## src/rtl/nrisc_pkg.sv

```systemverilog
// Shared definitions for the nRisc 8-bit processor: opcodes, sequencer
// state encoding and ULA operation width.
package nrisc_pkg;

    localparam int ULA_OP_W = 3;

    localparam logic [2:0] OP_ADDI  = 3'b000;
    localparam logic [2:0] OP_LW    = 3'b001;
    localparam logic [2:0] OP_SW    = 3'b010;
    localparam logic [2:0] OP_ADD   = 3'b011;
    localparam logic [2:0] OP_SUBI  = 3'b100;
    localparam logic [2:0] OP_JMP   = 3'b101;
    localparam logic [2:0] OP_BEQ   = 3'b110;
    localparam logic [2:0] OP_HALT  = 3'b111;

    typedef enum logic [2:0] {
        ST_IDLE   = 3'd0,
        ST_FETCH  = 3'd1,
        ST_DECODE = 3'd2,
        ST_EXEC   = 3'd3,
        ST_MEM    = 3'd4,
        ST_WB     = 3'd5,
        ST_HALT   = 3'd6
    } estado_t;

endpackage

```

## src/rtl/controle_multiciclo.sv

```systemverilog
// Multicycle control sequencer for nRisc: steps the shared datapath through
// fetch/decode/exec/mem/writeback and counts retired instructions.
module controle_multiciclo
    import nrisc_pkg::*;
#(
    parameter int CONT_W = 16
) (
    input  logic                clock,
    input  logic                reset_n,
    input  logic                start,
    input  logic [2:0]          Opcode,
    input  logic                zero,
    input  logic                mem_ready,
    output logic                ir_write,
    output logic                pc_write,
    output logic                pc_src,
    output logic                mem_read,
    output logic                mem_write,
    output logic                reg_write,
    output logic                reg_src,
    output logic                ula_src,
    output logic [ULA_OP_W-1:0] ula_op,
    output logic                halted,
    output logic [2:0]          estado,
    output logic [CONT_W-1:0]   instr_count
);

    estado_t state, next_state;
    logic    retire;

    always_ff @(posedge clock) begin
        if (!reset_n) begin
            state       <= ST_IDLE;
            instr_count <= '0;
        end else begin
            state <= next_state;
            if (retire) instr_count <= instr_count + 1'b1;
        end
    end

    assign estado = state;

    // Memory handshake: a request (mem_read/mem_write) is held steady from the
    // first cycle of FETCH/MEM; the access completes on the cycle mem_ready is
    // high. mem_ready is not looked at in any other state.
    always_comb begin
        next_state = state;
        retire     = 1'b0;
        ir_write   = 1'b0;
        pc_write   = 1'b0;
        pc_src     = 1'b0;
        mem_read   = 1'b0;
        mem_write  = 1'b0;
        reg_write  = 1'b0;
        reg_src    = 1'b0;
        ula_src    = 1'b0;
        ula_op     = '0;
        halted     = 1'b0;
        unique case (state)
            ST_IDLE: begin
                if (start) next_state = ST_FETCH;
            end
            ST_FETCH: begin
                mem_read = 1'b1;
                if (mem_ready) begin
                    ir_write   = 1'b1;
                    pc_write   = 1'b1;
                    next_state = ST_DECODE;
                end
            end
            ST_DECODE: begin
                if (Opcode == OP_HALT) begin
                    retire     = 1'b1;
                    next_state = ST_HALT;
                end else begin
                    next_state = ST_EXEC;
                end
            end
            ST_EXEC: begin
                ula_op = Opcode;
                case (Opcode)
                    OP_LW, OP_SW: next_state = ST_MEM;
                    OP_JMP: begin
                        pc_write   = 1'b1;
                        pc_src     = 1'b1;
                        retire     = 1'b1;
                        next_state = ST_FETCH;
                    end
                    OP_BEQ: begin
                        pc_write   = zero;
                        pc_src     = 1'b1;
                        retire     = 1'b1;
                        next_state = ST_FETCH;
                    end
                    default: begin
                        // ALU class: only the register-register form uses rs2
                        ula_src    = (Opcode != OP_ADD);
                        next_state = ST_WB;
                    end
                endcase
            end
            ST_MEM: begin
                ula_op = Opcode;
                if (Opcode == OP_SW) mem_write = 1'b1;
                else                 mem_read  = 1'b1;
                if (mem_ready) begin
                    if (Opcode == OP_SW) begin
                        retire     = 1'b1;
                        next_state = ST_FETCH;
                    end else begin
                        next_state = ST_WB;
                    end
                end
            end
            ST_WB: begin
                reg_write  = 1'b1;
                reg_src    = (Opcode == OP_LW);
                retire     = 1'b1;
                next_state = ST_FETCH;
            end
            ST_HALT: begin
                halted = 1'b1;
            end
            default: next_state = ST_IDLE;
        endcase
    end

endmodule

```

## config.mk

```make
export PLATFORM = sky130hd
export DESIGN_NAME = controle_multiciclo
export DESIGN_NICKNAME = d
export VERILOG_FILES = /design/src/rtl/nrisc_pkg.sv /design/src/rtl/controle_multiciclo.sv
export SDC_FILE = /design/constraint.sdc
export NUM_CORES = 1
export LEC_CHECK = 0
export CAP_MARGIN = 20
export CELL_PAD_IN_SITES_DETAIL_PLACEMENT = 2
export CELL_PAD_IN_SITES_GLOBAL_PLACEMENT = 2
export CORE_MARGIN = 2
export CORE_UTILIZATION = 26
export DETAILED_ROUTE_END_ITERATION = 8
export PLACE_DENSITY_LB_ADDON = 0.08
export SYNTH_ARGS = -nofsm -noshare
export SYNTH_HDL_FRONTEND = slang
export SYNTH_SLANG_ARGS = --single-unit
```

## constraint.sdc

```tcl
create_clock -name clock -period 2.23 [get_ports clock]
set_input_delay 0.223 -clock clock [delete_from_list [all_inputs] [get_ports clock]]
set_output_delay 0.223 -clock clock [all_outputs]
set_load 0.005 [all_outputs]
```

## Word level (Yosys, flattened, before mapping)

Index checks and enable logic that the tools add are counted.

| storage, ports and cells | value |
|---|---|
| register bits | 19 |
| bits in latches | 0 |
| RAM bits | 0 |
| memory bits (read-only) | 0 |
| input bits | 8 |
| output and inout bits | 31 |
| word-level logic and storage cells | 51 |
| memories kept | 0 |

| operators by class | value |
|---|---|
| add/sub/neg operators | 1 |
| multiply operators | 0 |
| divide/modulo/power cells | 0 |
| magnitude comparators | 0 |
| equal/unequal tests | 15 |
| shifts and indexed selects | 0 |
| muxes and demuxes | 26 |
| bitwise operators | 1 |
| reductions and logical operators | 6 |

Operators by type and width:

| kind | count |
|---|---|
| $pmux 3 s7 | 1 |
| $eq 3x3->1 const B | 6 |
| $mux 3 | 6 |
| $add 16x1->16 const B | 1 |
| $mux 1 | 14 |
| $eq 3x2->1 const B | 3 |
| $eq 3x1->1 const B | 2 |
| $ne 2x2->1 const B | 3 |
| $pmux 1 s2 | 3 |
| $pmux 3 s2 | 1 |
| $reduce_or 2->1 | 3 |
| $pmux 1 s4 | 1 |
| $reduce_and 4->1 | 1 |
| $reduce_or 4->1 | 1 |
| $logic_not 3->1 | 1 |
| $ne 3x2->1 const B | 1 |
| $not 1->1 | 1 |

## Longest topological paths before layout

| depth | value |
|---|---|
| depth in word-level cells | 4 |
| depth in mapped cells | 7 |
| depth with buffers taken out | 7 |

## Worst setup path before layout

OpenSTA, ideal clock, no wires.

| timing path | value |
|---|---|
| kind | register to register |
| start point | register state[1] (netlist: estado[1]) |
| end point | register instr_count[13] |
| setup time | 0.115 ns |
| arrival | 1.525 ns |
| required time | 2.115 ns |
| setup slack | 0.590 ns |
| cell stages (with the launch flop) | 7 |
| path buffers | 1 |
| clock period less this slack | 1.640 ns |
| path through | dfxtp_1 buf_4 nand3b_4 o22ai_4 o21ai_2 o31a_1 o21a_1 |

| between the ends | value |
|---|---|
| cells in the longest elaborated chain, start to end | 2 |
| elaborated cells between the ends (all ways) | 5 |
| classes of those cells | eq/ne: 4; mux: 1 |

Ends and longest elaborated chain:

| item | line | RTL |
|---|---|---|
| start: declaration | controle_multiciclo.sv:28 | `estado_t state, next_state;` |
| start signal: assignment | controle_multiciclo.sv:36 | `state <= next_state;` |
| $eq 3x3->1 / $eq 3x2->1 (equally long branches) | controle_multiciclo.sv:59 | `unique case (state)` |
| $pmux 1 s4 * | controle_multiciclo.sv:59 |  |
| end signal: assignment | controle_multiciclo.sv:37 | `if (retire) instr_count <= instr_count + 1'b1;` |
| end: declaration | controle_multiciclo.sv:25 | `output logic [CONT_W-1:0] instr_count` |

Mark *: on every way between the ends. The rest lies on a longest branch, timed or not.
A chain may end at the register's enable or synchronous reset.

## Worst setup path in the final report

| timing path | value |
|---|---|
| start point | register state[2] (netlist: estado[2]) |
| end point | output port reg_src |

| between the ends | value |
|---|---|
| cells in the longest elaborated chain, start to end | 2 |

Ends and longest elaborated chain:

| item | line | RTL |
|---|---|---|
| $eq 3x3->1 | controle_multiciclo.sv:59 |  |
| $mux 1 | controle_multiciclo.sv:59 |  |
| end: declaration | controle_multiciclo.sv:20 | `output logic reg_src,` |

Every way passes these cells.

==> impl_metrics.toml <==
[run_status]
status = "finished clean"

[detailed_routing]
ant_nets = 0
wl_per_cell_microns = 16.7
totalWireLength_microns = 4250
firstDrtPassIters = 4
vias = 1340
drtIter0Drc = 48
viasPerCell = 5.25
drc = 0

[floorplan]
die_area_sq_um = 5310
fp.dieH_microns = 72.9
core-area_sq_um = 4660
row_count = 25
io-pin-count = 39
start_util_pct = 26.5
die_x_microns = 72.9

[power]
power_uw = 856
power_leakage_nw = 0.664
power_density_nw_per_um2 = 480
max-vdd-ir-drop_mv = 0.209

[timing]
worst_slew_pin_slew_ns = 0.396
maxSlewHeadroom_pct = 73.3
hold_ws_ns = 0.532
setup_tns_ns = 0
hold_viol_final = 0
fin_skew_ns = 0.00184
rsz0062_at_grt = "no"
fin_crit_ns = 2.12
worst_slack_ns = 0.115
clock.fmax_ghz = 0.473
fin_crit_sh_pct = 94.9
slew_violations = 0
setup_viol = 0

[clock_network]
root_buffer = "clkbuf_8"
cts_num_sinks = 19
htree_levels = 1
cts_tree = "yes"
cts_setup_buffers = 0
hold_buffers = 0
clockBufferDepth = 2
clkTransAtPathRegs_ns = 0.07
clock_latency_ns = 0.26
numCtsBuffers = 3

[critical_path]
worstSetupEndpointType = "output port"
path_max_fanout = 14
cp_data_required_time_ns = 2.01
crit_type = "register to output port"
start_kind = "register"
cp.arrival_ns = 1.89

[layout]
areaGrowthSynthToFinish_pct = 44.6
fin_nets = 215
nFillCells = 519
utilization_pct = 38.3
layout-drive-gt1-share_pct = 12.4
stdcell_count = 255
design_area_sq_um = 1780
diodes = 0

[synth]
synth_cell_types = 39
syn_inst = 152
synthesis.area_sq_um = 1230
synth_seq_area_share_pct = 30.8
synth_fp_nets = 165
ys_warn_count = 0
syn_avg_cell_area_sq_um = 8.12
synth_seq_cells = 19

[grt]
grt_usage_pct = 17.5
antenna_found_initial = 0
grt_pass1_vias = 1471
grt_start_max_net_pins = 15
grt_pass1_wl_microns = 7330
overflow = 0

[place]
dp.cells = 251
gp_congestion = 0.757
placed_area_sq_um = 1740
portBuffers = 38
dp_hpwl_microns = 3340
dp_slack_ns = -0.129

[worst_hold_path]
hp-class = "register to register"

[run]
cap_viol_max_count = 0
per-layer routing:
layer | wire length (microns) | global-route usage (%)
met5 | 0 | 0
met1 | 1900 | 21.4
met2 | 2190 | 32.2
met4 | 49 | 4.94
met3 | 110 | 1.80
power by group:
| group | total, mW | internal (mW) | switching [mW] |
|---|---|---|---|
| sequential | 0.379 | 0.351 | 0.0278 |
| clock | 0.244 | 0.127 | 0.117 |
| combinational | 0.232 | 0.117 | 0.116 |
| total | 0.856 | 0.595 | 0.260 |
cells in the mapped netlist:
cell type,instances,share of area (%)
a21oi_1,11,4.5
a21oi_4,1,1.3
a2bb2oi_1,2,1.4
a41oi_1,1,0.71
and2_1,1,0.51
and3_1,3,1.5
and4_1,2,1.4
buf_4,2,1.2
buf_6,1,0.91
clkbuf_1,2,0.61
dfxtp_1,19,31
ha_1,5,5.1
inv_1,8,2.4
mux2i_1,1,0.81
nand2_1,9,2.7
nand2b_1,5,2.5
nand3_1,5,2.0
nand3b_1,2,1.2
nand3b_4,1,1.6
nand4_1,3,1.5
nor2_1,19,5.8
nor2b_1,2,1.0
nor3_1,3,1.2
nor4_1,1,0.51
nor4b_1,1,0.71
o2111ai_1,4,2.8
o211ai_1,4,2.4
o21a_1,3,1.8
o21ai_0,9,3.7
o21ai_2,3,2.1
o21bai_1,2,1.2
o22ai_4,1,1.6
o31a_1,1,0.71
or2_2,1,0.51
or2b_1,1,0.61
or3_1,4,2.0
or4_1,1,0.61
xnor2_1,1,0.71
xor2_1,7,5.0
path summary, 6_finish.rpt:
| kind | depth (start not counted) | slack, ns | from | to |
|---|---|---|---|---|
| setup / recovery | 4 | 0.11 | estado[2]$_SDFFE_PN0P_ | reg_src |
| hold / removal | 2 | 0.53 | instr_count[6]$_SDFFE_PN0P_ | instr_count[6]$_SDFFE_PN0P_ |
| setup reg to reg | 6 | 0.31 | estado[1]$_SDFFE_PN0P_ | instr_count[7]$_SDFFE_PN0P_ |
| hold reg to reg | 2 | 0.53 | instr_count[6]$_SDFFE_PN0P_ | instr_count[6]$_SDFFE_PN0P_ |
state kept, by name, indices dropped and copies added (netlist names):
name	cells
instr_count	16
estado	3
repair_timing:
action	4_1_cts	5_1_grt
setup endpoints to repair	5	6
resized for setup	4	1
cloned	0	0
cell families after synthesis:
logic type / count (synthesis) / synth area share (%)
adder cells (fa/ha/maj): 5 / 5.07
AND/OR/NAND/NOR: 64 / 28.1
XOR/XNOR: 8 / 5.68
flip-flops: 19 / 30.8
buffers and inverters: 13 / 5.17
multiplexers: 1 / 0.811
AO/OA/AOI/OAI: 42 / 24.3
worst max-delay path: stages, from the launching register on:
cell and delay, ns:
dfxtp_2 0.48, or2b_1 0.33, nor2_1 0.16, and3_1 0.17, clkdlybuf4s50_1 0.49
layout make-up:
type	count	area (sq um)	share of cell area, %
Clock buffer	4	45.0	2.52
Inverter	8	30.0	1.68
Multi-Input combinational cell	120	790	44.2
Sequential cell	19	384	21.5
Tap cell	54	67.6	3.79
Timing Repair Buffer	50	468	26.2
cells in the final DEF (no fill, tap or decap), types with 3 or more instances in the layout:
master	n
clkdlybuf4s50_1	36
nor2_1	19
dfxtp_1	16
buf_4	12
a21oi_1	11
o21ai_0	9
nand2_1	9
inv_1	8
xor2_1	7
nand2b_1	5
nand3_1	5
ha_1	5
or3_1	4
o211ai_1	4
o2111ai_1	4
and3_1	3
nor3_1	3
o21ai_2	3
nand4_1	3
o21a_1	3
clkbuf_8	3
dfxtp_2	3
Power figures use the tool's default switching activity.
